<file path="src/rtl/mult_pkg.sv">
// Shared definitions for the sequential Booth multiplier: FSM state
// encoding, Booth operation codes and the default datapath width.
package mult_pkg;

    localparam int MULT_WIDTH = 32;

    typedef enum logic [1:0] {
        IDLE = 2'd0,
        RUN  = 2'd1,
        DONE = 2'd2
    } state_t;

    typedef enum logic [1:0] {
        OP_NOP = 2'd0,
        OP_ADD = 2'd1,
        OP_SUB = 2'd2
    } booth_op_t;

    // Radix-2 Booth recoding of the current multiplier bit and the bit
    // shifted out on the previous step.
    function automatic booth_op_t booth_decode(input logic lsb, input logic prev);
        case ({lsb, prev})
            2'b01:   return OP_ADD;
            2'b10:   return OP_SUB;
            default: return OP_NOP;
        endcase
    endfunction

endpackage

</file>
<file path="src/rtl/booth_mult_seq_if.sv">
// Start/ready handshake and operand/result bus of the multicycle multiplier.
// The master side issues operations; the slave side is the multiplier.
interface booth_mult_seq_if #(parameter int WIDTH = 32);

    logic             ctrl_mult;
    logic [WIDTH-1:0] data_operandA;
    logic [WIDTH-1:0] data_operandB;
    logic [WIDTH-1:0] data_result;
    logic             data_exception;
    logic             data_resultRDY;
    logic             busy;

    modport master (
        output ctrl_mult, data_operandA, data_operandB,
        input  data_result, data_exception, data_resultRDY, busy
    );

    modport slave (
        input  ctrl_mult, data_operandA, data_operandB,
        output data_result, data_exception, data_resultRDY, busy
    );

endinterface

</file>
<file path="src/rtl/booth_step.sv">
// One radix-2 Booth iteration: conditional add/subtract of the multiplicand
// into the accumulator, then a 1-bit arithmetic right shift of {acc, mq, q_1}.
// The accumulator carries one guard bit so the most negative multiplicand
// cannot overflow it.
module booth_step
    import mult_pkg::*;
#(
    parameter int WIDTH = MULT_WIDTH
) (
    input  logic [WIDTH:0]   acc,
    input  logic [WIDTH-1:0] mq,
    input  logic             q_1,
    input  logic [WIDTH:0]   m,
    output logic [WIDTH:0]   acc_next,
    output logic [WIDTH-1:0] mq_next,
    output logic             q_1_next
);

    logic [WIDTH:0] sum;

    // Add, subtract or pass the multiplicand according to the recoded bit pair.
    always_comb begin
        sum = acc;
        case (booth_decode(mq[0], q_1))
            OP_ADD:  sum = acc + m;
            OP_SUB:  sum = acc - m;
            default: sum = acc;
        endcase
    end

    assign acc_next = {sum[WIDTH], sum[WIDTH:1]};
    assign mq_next  = {sum[0], mq[WIDTH-1:1]};
    assign q_1_next = mq[0];

endmodule

</file>
<file path="src/rtl/booth_mult_seq.sv">
// Sequential signed multiplier for the execute stage. One Booth step per
// clock for WIDTH clocks, then a single-cycle DONE state that presents the
// low WIDTH product bits and an overflow flag. CNT_W must satisfy
// 2**CNT_W > WIDTH.
module booth_mult_seq
    import mult_pkg::*;
#(
    parameter int WIDTH = MULT_WIDTH,
    parameter int CNT_W = 6
) (
    input  logic            clock,
    input  logic            reset,
    booth_mult_seq_if.slave bus
);

    state_t           state;
    logic [CNT_W-1:0] cnt;
    logic [WIDTH:0]   m_reg;
    logic [WIDTH:0]   acc;
    logic [WIDTH-1:0] mq;
    logic             q_1;
    logic [WIDTH-1:0] result_reg;
    logic             exception_reg;
    logic             ready_reg;
    logic             busy_reg;

    logic [WIDTH:0]   acc_next;
    logic [WIDTH-1:0] mq_next;
    logic             q_1_next;

    booth_step #(.WIDTH(WIDTH)) u_step (
        .acc      (acc),
        .mq       (mq),
        .q_1      (q_1),
        .m        (m_reg),
        .acc_next (acc_next),
        .mq_next  (mq_next),
        .q_1_next (q_1_next)
    );

    // Control FSM plus datapath and output registers; the result and
    // overflow flag are only written on entry to DONE so they persist
    // across later starts.
    always_ff @(posedge clock or posedge reset) begin
        if (reset) begin
            state         <= IDLE;
            cnt           <= '0;
            m_reg         <= '0;
            acc           <= '0;
            mq            <= '0;
            q_1           <= 1'b0;
            result_reg    <= '0;
            exception_reg <= 1'b0;
            ready_reg     <= 1'b0;
            busy_reg      <= 1'b0;
        end else begin
            case (state)
                IDLE, DONE: begin
                    ready_reg <= 1'b0;
                    if (bus.ctrl_mult) begin
                        m_reg    <= {bus.data_operandA[WIDTH-1], bus.data_operandA};
                        acc      <= '0;
                        mq       <= bus.data_operandB;
                        q_1      <= 1'b0;
                        cnt      <= '0;
                        busy_reg <= 1'b1;
                        state    <= RUN;
                    end else begin
                        state <= IDLE;
                    end
                end
                RUN: begin
                    acc <= acc_next;
                    mq  <= mq_next;
                    q_1 <= q_1_next;
                    cnt <= cnt + CNT_W'(1);
                    if (cnt == CNT_W'(WIDTH - 1)) begin
                        result_reg    <= mq_next;
                        exception_reg <= (acc_next != {(WIDTH+1){mq_next[WIDTH-1]}});
                        ready_reg     <= 1'b1;
                        busy_reg      <= 1'b0;
                        state         <= DONE;
                    end
                end
                default: state <= IDLE;
            endcase
        end
    end

    assign bus.data_result    = result_reg;
    assign bus.data_exception = exception_reg;
    assign bus.data_resultRDY = ready_reg;
    assign bus.busy           = busy_reg;

endmodule

</file>
<file path="src/flat_wrapper.sv">
// flat-port wrapper written by rule: the top's interface ports become plain ports
module booth_mult_seq_flat import mult_pkg::*;
#(
    parameter int WIDTH = MULT_WIDTH,
    parameter int CNT_W = 6
)
  (clock, reset, bus_ctrl_mult, bus_data_operandA, bus_data_operandB, bus_data_result, bus_data_exception, bus_data_resultRDY, bus_busy);
  booth_mult_seq_if #(.WIDTH(WIDTH)) bus_i ();
  input  logic clock;
  input  logic reset;
  input wire logic [$bits(bus_i.ctrl_mult)-1:0] bus_ctrl_mult;
  input wire logic [$bits(bus_i.data_operandA)-1:0] bus_data_operandA;
  input wire logic [$bits(bus_i.data_operandB)-1:0] bus_data_operandB;
  output wire logic [$bits(bus_i.data_result)-1:0] bus_data_result;
  output wire logic [$bits(bus_i.data_exception)-1:0] bus_data_exception;
  output wire logic [$bits(bus_i.data_resultRDY)-1:0] bus_data_resultRDY;
  output wire logic [$bits(bus_i.busy)-1:0] bus_busy;
  assign bus_i.ctrl_mult = bus_ctrl_mult;
  assign bus_i.data_operandA = bus_data_operandA;
  assign bus_i.data_operandB = bus_data_operandB;
  assign bus_data_result = bus_i.data_result;
  assign bus_data_exception = bus_i.data_exception;
  assign bus_data_resultRDY = bus_i.data_resultRDY;
  assign bus_busy = bus_i.busy;
  booth_mult_seq #(.WIDTH(WIDTH), .CNT_W(CNT_W)) u_core (.clock(clock), .reset(reset), .bus(bus_i));
endmodule
</file>
<file path="config.mk">
export PLATFORM = sky130hd
export DESIGN_NAME = booth_mult_seq_flat
export DESIGN_NICKNAME = d
export VERILOG_FILES = /design/src/rtl/mult_pkg.sv /design/src/rtl/booth_mult_seq_if.sv /design/src/rtl/booth_step.sv /design/src/rtl/booth_mult_seq.sv /design/src/flat_wrapper.sv
export SDC_FILE = /design/constraint.sdc
export NUM_CORES = 1
export LEC_CHECK = 0
export CAP_MARGIN = 20
export CORE_ASPECT_RATIO = 0.6
export CORE_MARGIN = 4
export CORE_UTILIZATION = 61
export DETAILED_ROUTE_END_ITERATION = 8
export PLACE_DENSITY = 0.86
export SLEW_MARGIN = 10
export SYNTH_ARGS = -nofsm -noshare
export SYNTH_HDL_FRONTEND = slang
export SYNTH_SLANG_ARGS = --single-unit
</file>
<file path="constraint.sdc">
create_clock -name clock -period 8.7 [get_ports clock]
set_input_delay 1.305 -clock clock [delete_from_list [all_inputs] [get_ports clock]]
set_output_delay 1.305 -clock clock [all_outputs]
set_load 0.01 [all_outputs]
</file>
==> results.json, run 1 <==
{
  "status": "finished clean",
  "synth_top_cell_by_area": "dfrtp_1",
  "diodes": 0,
  "synth_area_sq_um": 8430,
  "row_count": 32,
  "synth_ff_type": "dfrtp_1",
  "rsz0062_at_grt": "no",
  "syn_area_per_cell_sq_um": 8.24,
  "ctsResizeCount": 0,
  "seqCellArea_sq_um": 3500,
  "crit_path_end_kind": "flop",
  "postCtsSetupBuffers": 0,
  "routed_via_density": 6.31,
  "first_iter_violations": 799,
  "hold_viol": 0,
  "skew_ns": 0.0154,
  "gp_congestion": 1.00,
  "grtUsageMet3_pct": 7.31,
  "dieWidth_um": 160,
  "ys_seq_area_share_pct": 41.5,
  "gr-max-usage-layer": "met1",
  "numClockSinks": 140,
  "slew_headroom_pct": 40.3,
  "wl_mm": 24.0,
  "track_usage_pct": 30.4,
  "yosysWarnings": 0,
  "leakage_nw": 4.56,
  "cts_root_buf": "clkbuf_16",
  "fin_tns_setup_ns": 0,
  "port_buffers": 101,
  "area_growth_pct": 19.5,
  "cts_buffer_depth": 2,
  "grt_pass1_vias": 7463,
  "final_util_pct": 76.5,
  "nFillCells": 917,
  "cp-start-kind": "flop",
  "drv_slew": 0,
  "coreArea_sq_um": 13200,
  "use_met2_pct": 43.6,
  "synthesis.nets": 1126,
  "crit_fanout": 7,
  "post-route-min-period_ns": 5.50,
  "drc": 0,
  "cellPowerDensity_nw_per_um2": 508,
  "fin_area_sq_um": 10100,
  "worst_pin_slew_ns": 0.889,
  "synth-edff-count": 0,
  "peakVddDrop_v": 0.000255,
  "finalCritPeriodShare_pct": 63.2,
  "ant_nets": 0,
  "setup_viol": 0,
  "grt_remaining_overflow": 0,
  "min_path_type": "reg2reg",
  "r2r_slack_ns": 3.20,
  "drive_above_1_share_pct": 5.09,
  "syn_inst": 1023,
  "fmax_ghz": 0.182,
  "cts_tree": "built",
  "hold_buffers": 0,
  "dr.pass1.iters": 5,
  "htree_num_levels": 4,
  "wl_per_cell_um": 18.9,
  "critPathRequiredTime_ns": 9.01,
  "postSynth.asyncResetShare_pct": 100,
  "start_util_pct": 64.0,
  "place_area_sq_um": 9500,
  "die_area_sq_um": 15800,
  "ys_ff_latch": 140,
  "cap_violations": 0,
  "multiInputGateArea_sq_um": 4630,
  "worst-endpoint-arrival_ns": 5.81,
  "grt_max_degree": 74,
  "nNetsFinal": 1191,
  "dp_hpwl_mm": 16.0,
  "die_height_um": 99.1,
  "grt_pass1_wl_mm": 38.9,
  "synthDistinctLibCells": 68,
  "synth_top_cell_area_share_pct": 41.5,
  "antenna_found_initial": 0,
  "clk_latency_ns": 0.43,
  "synthTopCellsByArea": "dfrtp_1 (42%), nand2_1 (14%), ha_1 (5.2%)",
  "cts.clk_slew.worst_paths_ns": 0.07,
  "cts_buffers": 17,
  "num_vias": 8023,
  "ios": 102,
  "path_class": "reg2reg",
  "grtUsageMet1_pct": 45.8
}
## layout make-up
| type | count | area share [%] |
|---|---|---|
| Timing Repair Buffer | 109 | 10.6 |
| Multi-Input combinational cell | 800 | 46.0 |
| Clock inverter | 14 | 1.47 |
| Tap cell | 170 | 2.11 |
| Inverter | 20 | 0.795 |
| Sequential cell | 140 | 34.8 |
| Clock buffer | 18 | 4.26 |
## cells by family (layout without fill, tap and decap cells)
logic type               count (synthesis)  count (layout)  synth area share [%]
buffers and inverters                   83             161                  3.77
AND/OR/NAND/NOR                        460             460                  23.6
flip-flops                             140             140                  41.5
XOR/XNOR                                54              54                  5.61
adder cells (fa/ha/maj)                 36              36                  5.43
multiplexers                            10              10                  1.25
AO/OA/AOI/OAI                          240             240                  18.8
## power by group
group / leakage (nW) / total, W / internal, W / switching (W)
sequential: 1.69 / 0.00121 / 0.000946 / 0.000262
combinational: 2.59 / 0.00319 / 0.00130 / 0.00189
clock: 0.274 / 0.000728 / 0.000404 / 0.000323
## synthesized netlist by cell type (7+ instances only)
cell	count
inv_1	17
clkbuf_1	54
nor4_1	9
ha_1	35
dfrtp_1	140
mux2i_1	8
nand3_1	9
a22oi_1	34
a31oi_1	9
xor2_1	11
a21oi_1	46
o21ai_0	44
a22o_1	18
nor2_1	47
nor3_1	15
nand2b_1	7
nand2_1	319
o21ai_1	23
nand4_1	19
a21o_1	13
xnor2_1	43
## cell usage in the layout, fill, tap and decap left out, drive strengths merged, types with 7 or more instances in the layout
cell type | Yosys | layout
nand3 | 9 | 9
a21oi | 46 | 46
dfrtp | 140 | 140
xor2 | 11 | 11
a21o | 13 | 13
nand2b | 7 | 7
inv | 20 | 28
nand2 | 319 | 319
clkdlybuf4s50 | 0 | 101
a22o | 18 | 18
ha | 35 | 35
nor2 | 47 | 47
nand4 | 19 | 19
clkbuf | 54 | 18
a22oi | 34 | 34
nor3 | 16 | 16
a31oi | 9 | 9
xnor2 | 43 | 43
nor4 | 9 | 9
o21ai | 68 | 68
buf | 9 | 8
mux2i | 9 | 9
## per-layer routing
metal / vias to the layer above / share of wire (%) / wire, um
li1: 3705 / - / -
met1: 3810 / 46 / 11000
met2: 464 / 42 / 9980
met3: 44 / 11 / 2560
met4: 0 / 1.8 / 435
met5: - / 0 / 0
## critical path, stage by stage, from the launching register on
cell and delay, ns:
dfrtp_1 0.42, inv_1 0.10, ha_1 0.20, or3b_1 0.40, nor3_1 0.44, nor3b_1 0.48
a21oi_1 0.14, xnor2_1 0.16, ha_1 0.44, nand2_1 0.15, nor3_1 0.26, nand3_1 0.17
a2111oi_0 0.65, or4_1 0.26, a21oi_1 0.08, a211oi_1 0.39, nand4_1 0.16, mux2i_1 0.16
o2111ai_1 0.13, o22a_1 0.18
## per-stage QoR
| step | setup slack, ns | power (W) | hold WS, ns | std cells |
|---|---|---|---|---|
| finish | 3.20 | 0.00512 | 0.475 | 1271 |
| global route | 2.82 | 0.00548 | 0.502 | 1271 |
| CTS | 3.35 | 0.00503 | 0.481 | 1271 |
| detailed placement | 3.53 | 0.00425 | 0.463 | 1239 |
| global placement | 3.75 | 0.00417 | 0.458 | 1239 |
| floorplan | 3.64 | 0.00342 | 0.450 | 1023 |
## final timing paths
kind                                                  from                    endpoint  cells after the start
max in group asynchronous                            reset               u_core.cnt[4]                      3
worst max register to register             u_core.m_reg[0]   u_core.bus.data_exception                     19
worst max-delay path                       u_core.m_reg[0]   u_core.bus.data_exception                     19
min in group asynchronous                            reset  u_core.bus.data_result[11]                      2
worst min-delay path            u_core.bus.data_result[25]  u_core.bus.data_result[25]                      2
worst min register to register  u_core.bus.data_result[25]  u_core.bus.data_result[25]                      2
Note: power is estimated with default switching activity, not from simulation.
==> inputs of run 2 (changes only) <==
Settings changed: CORE_UTILIZATION 61 to 57, PLACE_DENSITY 0.86 to 0.81.
Clock period 8.7 ns to 5.6 ns, I/O delays scaled along.
==> run 2 against run 1 <==
Effect of this change: final area grew 0.84%; sequential cell count is the same; global-route usage shrank 2.4 points; clock-buffer cell count is the same; largest power group unchanged; final cell count grew 2.7%; largest cell class unchanged; critical path type unchanged; fmax grew 4.2%; register-to-register slack lost 2.9 ns; routed wire length shrank 3.0%.
==> results.json, run 2 (same netlist as run 1, synthesis figures left out) <==
{
  "status": "finished clean",
  "slew_headroom_pct": 37.5,
  "htree_num_levels": 4,
  "ctsResizeCount": 0,
  "worstReg2RegStart": "u_core.m_reg[0]",
  "postCtsSetupBuffers": 0,
  "post-route-min-period_ns": 5.28,
  "cellPowerDensity_nw_per_um2": 776,
  "critPathRequiredTime_ns": 5.90,
  "internal_power_w": 0.00417,
  "clk_latency_ns": 0.42,
  "skew_ns": 0.0146,
  "numClockSinks": 140,
  "dp_hpwl_mm": 16.0,
  "cp-start-kind": "flop",
  "area_growth_pct": 20.5,
  "cts_buffer_depth": 2,
  "grt_max_degree": 108,
  "cts_root_buf": "clkbuf_16",
  "die_height_um": 102,
  "met2_length_mm": 9.60,
  "hold_buffers": 0,
  "p_sw_w": 0.00372,
  "power.share.switching_pct": 47.2,
  "wl_per_cell_um": 17.9,
  "leakage_nw": 4.59,
  "track_usage_pct": 28.0,
  "cts.clk_slew.worst_paths_ns": 0.06,
  "final_util_pct": 70.1,
  "peakVddDrop_v": 0.000343,
  "r2r_slack_ns": 0.32,
  "drive_above_1_share_pct": 5.60,
  "ios": 102,
  "crit_fanout": 7,
  "grt_pass1_vias": 7060,
  "nNetsFinal": 1197,
  "routed_via_density": 5.91,
  "wl_met1_mm": 11.4,
  "row_count": 34,
  "pwr-share-comb_pct": 61.9,
  "wl_mm": 23.3,
  "seqPwrFrac_pct": 23.7,
  "startpoint": "u_core.m_reg[0]",
  "fin_tns_setup_ns": 0,
  "diodes": 0,
  "multiInputGateArea_sq_um": 4630,
  "cts_buffers": 17,
  "ant_nets": 0,
  "worst_pin_slew_ns": 0.937,
  "setup_viol": 0,
  "seqCellArea_sq_um": 3500,
  "grt_pass1_wl_mm": 37.2,
  "worstHoldStart": "u_core.bus.data_result[17]",
  "hold_viol": 0,
  "fin_ws_ns": 0.321,
  "top_layer_used": "met4",
  "min_path_type": "reg2reg",
  "met3_length_mm": 2.12,
  "drv_slew": 0,
  "drc": 0,
  "crit_path_end_kind": "flop",
  "rsz0062_at_grt": "no",
  "dr.pass1.iters": 5,
  "dieWidth_um": 165,
  "start_util_pct": 58.1,
  "layout_commonest_cell": "nand2_1",
  "antenna_found_initial": 0,
  "cap_violations": 0,
  "die_area_sq_um": 16900,
  "coreArea_sq_um": 14500,
  "place_ws_ns": 0.629,
  "nFillCells": 1126,
  "gp_congestion": 0.950,
  "fmax_ghz": 0.189,
  "first_iter_violations": 817,
  "grt_remaining_overflow": 0,
  "finalCritPeriodShare_pct": 94.3,
  "worst-endpoint-arrival_ns": 5.58,
  "power_frac_clock_pct": 14.4,
  "cts_tree": "built",
  "port_buffers": 101,
  "final_cell_mix": "nand2_1 (319), dfrtp_1 (140), clkdlybuf4s50_1 (101)",
  "path_class": "reg2reg",
  "num_vias": 7710
}
-- run 2: final timing paths --
path / cells after the start / to
worst max-delay path: 20 / u_core.bus.data_exception
worst min-delay path: 2 / u_core.bus.data_result[17]
worst max register to register: 20 / u_core.bus.data_exception
worst min register to register: 2 / u_core.bus.data_result[17]
max in group asynchronous: 3 / u_core.m_reg[6]
min in group asynchronous: 2 / u_core.m_reg[28]
-- run 2: area by class of cell --
type | count | area share (%)
clock inverter | 14 | 1.50
inverter | 20 | 0.788
sequential | 140 | 34.5
multi-input combinational | 800 | 45.6
timing repair buffer | 115 | 11.0
clock buffer | 18 | 4.22
tap | 198 | 2.44
-- run 2: power by group through the flow --
| stage | logic, W | registers [W] | clock network (W) |
|---|---|---|---|
| floorplan | 0.00350 | 0.00181 | 0 |
| global placement | 0.00468 | 0.00185 | 0 |
| detailed placement | 0.00475 | 0.00185 | 0 |
| CTS | 0.00479 | 0.00185 | 0.00114 |
| global route | 0.00538 | 0.00192 | 0.00119 |
| finish | 0.00488 | 0.00187 | 0.00113 |
-- run 2: worst max-delay path, cell delays in order (launching register included) --
cell       delay [ns]
dfrtp_1          0.42
inv_1            0.10
ha_1             0.16
or3b_1           0.38
nor3_1           0.37
nor3b_1          0.30
buf_4            0.20
a21oi_1          0.08
xnor2_1          0.16
ha_1             0.39
a21o_1           0.23
a31oi_1          0.29
o221ai_1         0.28
or3_1            0.43
o21ai_1          0.26
xnor2_1          0.16
nand2_1          0.12
a2111o_1         0.40
mux2i_1          0.13
o2111ai_1        0.12
o22a_1           0.19
-- run 2: per-layer routing --
metal / vias to the layer above / track usage, %
met1: 3649 / 43.5
met2: 332 / 39.8
li1: 3709 / -
met4: 0 / 6.20
met5: - / 0
met3: 20 / 6.45
-- run 2: metrics by stage --
stage | power (W) | hold slack, ns | instances | area [sq um]
3_3_place_gp | 0.00653 | 0.458 | 1273 | 9580
6_report | 0.00789 | 0.476 | 1305 | 10200
5_1_grt | 0.00849 | 0.490 | 1305 | 10200
2_1_floorplan | 0.00531 | 0.450 | 1023 | 8430
4_1_cts | 0.00778 | 0.477 | 1305 | 10200
3_5_place_dp | 0.00660 | 0.461 | 1273 | 9580
==> inputs of run 3 (changes only) <==
==> constraint.sdc (replaced) <==
create_clock -name clock -period 5.6 [get_ports clock]
set_input_delay 1.4 -clock clock [delete_from_list [all_inputs] [get_ports clock]]
set_output_delay 1.4 -clock clock [all_outputs]
set_load 0.01 [all_outputs]
==> run 3 against run 2 <==
Effect of this change: final cell count about the same; fmax increased by 3.8%; total power grew 0.33%; clock power hardly changed; utilization about the same; die area did not move.
==> results.json, run 3 (same netlist as run 1, synthesis figures left out) <==
{
  "status": "finished clean",
  "cp_slowest_cell": "dfrtp_1",
  "num_vias": 7925,
  "cts_root_buf": "clkbuf_16",
  "clk_latency_ns": 0.42,
  "drc": 0,
  "slowest_delay_ns": 0.43,
  "grt_max_degree": 86,
  "final_cell_mix": "nand2_1 (319), dfrtp_1 (140), clkdlybuf4s50_1 (101)",
  "die_height_um": 102,
  "crit_path_end_kind": "flop",
  "gp_congestion": 0.942,
  "first_iter_violations": 776,
  "numClockSinks": 140,
  "layout_commonest_cell": "nand2_1",
  "dieWidth_um": 165,
  "ant_nets": 0,
  "port_buffers": 101,
  "nNetsFinal": 1196,
  "drv_slew": 0,
  "min_path_type": "reg2reg",
  "start_util_pct": 58.1,
  "drive_above_1_share_pct": 5.79,
  "row_count": 34,
  "grt_pass1_vias": 7366,
  "cellPowerDensity_nw_per_um2": 779,
  "antenna_found_initial": 0,
  "grt_pass1_wl_mm": 38.6,
  "crit_fanout": 7,
  "path_cells": "inv_1, ha_1, or3b_1, nor3_2, nor3b_1, buf_4, nor2_1, xnor2_1, ha_1, a21o_1, a31oi_1, o221ai_1, or3_1, o21ai_1, xnor2_1, nand2_1, a2111o_1, mux2i_1, o2111ai_1, o22a_1",
  "setup_viol": 0,
  "track_usage_pct": 29.1,
  "cts_buffers": 17,
  "fmax_ghz": 0.197,
  "htree_num_levels": 4,
  "diodes": 0,
  "dp_hpwl_mm": 16.5,
  "routed_via_density": 6.08,
  "peakVddDrop_v": 0.000387,
  "ios": 102,
  "cts_tree": "built",
  "grt_remaining_overflow": 0,
  "cts.clk_slew.worst_paths_ns": 0.07,
  "cts_buffer_depth": 2,
  "cp-start-kind": "flop",
  "critPathRequiredTime_ns": 5.91,
  "cap_violations": 0,
  "dr.pass1.iters": 8,
  "area_growth_pct": 20.5,
  "finalCritPeriodShare_pct": 90.9,
  "post-route-min-period_ns": 5.09,
  "worst_pin_slew_ns": 0.970,
  "leakage_nw": 4.59,
  "fin_tns_setup_ns": 0,
  "rsz0062_at_grt": "no",
  "skew_ns": 0.0131,
  "path_class": "reg2reg",
  "slew_headroom_pct": 35.3,
  "die_area_sq_um": 16900,
  "fin_total_pwr_w": 0.00791,
  "worst-endpoint-arrival_ns": 5.39,
  "wl_per_cell_um": 18.6,
  "coreArea_sq_um": 14500,
  "hold_viol": 0,
  "wl_mm": 24.2
}
-- run 3: metrics by stage --
| stage | setup WS, ns | utilization, % | cell area [sq um] | hold slack (ns) | std cells |
|---|---|---|---|---|---|
| 3_5_place_dp | 0.549 | 66.0 | 9570 | 0.463 | 1272 |
| 6_report | 0.512 | 70.0 | 10200 | 0.476 | 1304 |
| 5_1_grt | 0.109 | 70.0 | 10200 | 0.495 | 1304 |
| 4_1_cts | 0.462 | 70.0 | 10200 | 0.478 | 1304 |
| 3_3_place_gp | 0.639 | 66.0 | 9570 | 0.458 | 1272 |
| 2_1_floorplan | 0.447 | - | 8430 | 0.450 | 1023 |
-- run 3: metal layers --
layer,wire length (um),GRT usage [%],up-vias
met5,0,0,-
met4,248,7.16,0
met3,2530,6.53,27
met2,10000,40.6,401
met1,11400,45.7,3782
li1,-,-,3715
-- run 3: timing repair --
action / 4_1_cts / 5_1_grt
hold buffers: 0 / 0
setup buffers: 0 / 0
gates resized for setup: 0 / 2
setup endpoints to repair: 0 / 1
-- run 3: final timing paths --
| path | depth (start not counted) | from | to | slack, ns |
|---|---|---|---|---|
| setup / recovery | 20 | u_core.m_reg[0] | u_core.bus.data_exception | 0.51 |
| hold / removal | 2 | u_core.bus.data_result[22] | u_core.bus.data_result[22] | 0.48 |
| setup reg to reg | 20 | u_core.m_reg[0] | u_core.bus.data_exception | 0.51 |
| hold reg to reg | 2 | u_core.bus.data_result[22] | u_core.bus.data_result[22] | 0.48 |
| max in group asynchronous | 3 | reset | u_core.m_reg[2] | 3.20 |
| min in group asynchronous | 2 | reset | u_core.bus.data_result[26] | 1.49 |
-- run 3: power by group --
part           internal, W  switching (W)  leakage, nW
Combinational      0.00206        0.00286         2.62
Clock             0.000594       0.000519        0.280
Sequential         0.00147       0.000411         1.69
Total              0.00412        0.00379         4.59
-- run 3: critical path, delay by kind of cell (launching register included) --
kind                     cells  cell delay, ns
buffers and inverters        2            0.27
AO/OA/AOI/OAI                7            1.84
flip-flops                   1            0.43
multiplexers                 1            0.13
AND/OR/NAND/NOR              6            1.45
XOR/XNOR                     2            0.30
adder cells (fa/ha/maj)      2            0.55
-- run 3: cell type report --
class	count	area, sq um
Sequential cell	140	3500
Fill cell	1124	4350
Clock buffer	17	425
Clock inverter	15	153
Inverter	20	80.1
Multi-Input combinational cell	800	4640
Tap cell	198	248
Timing Repair Buffer	114	1110
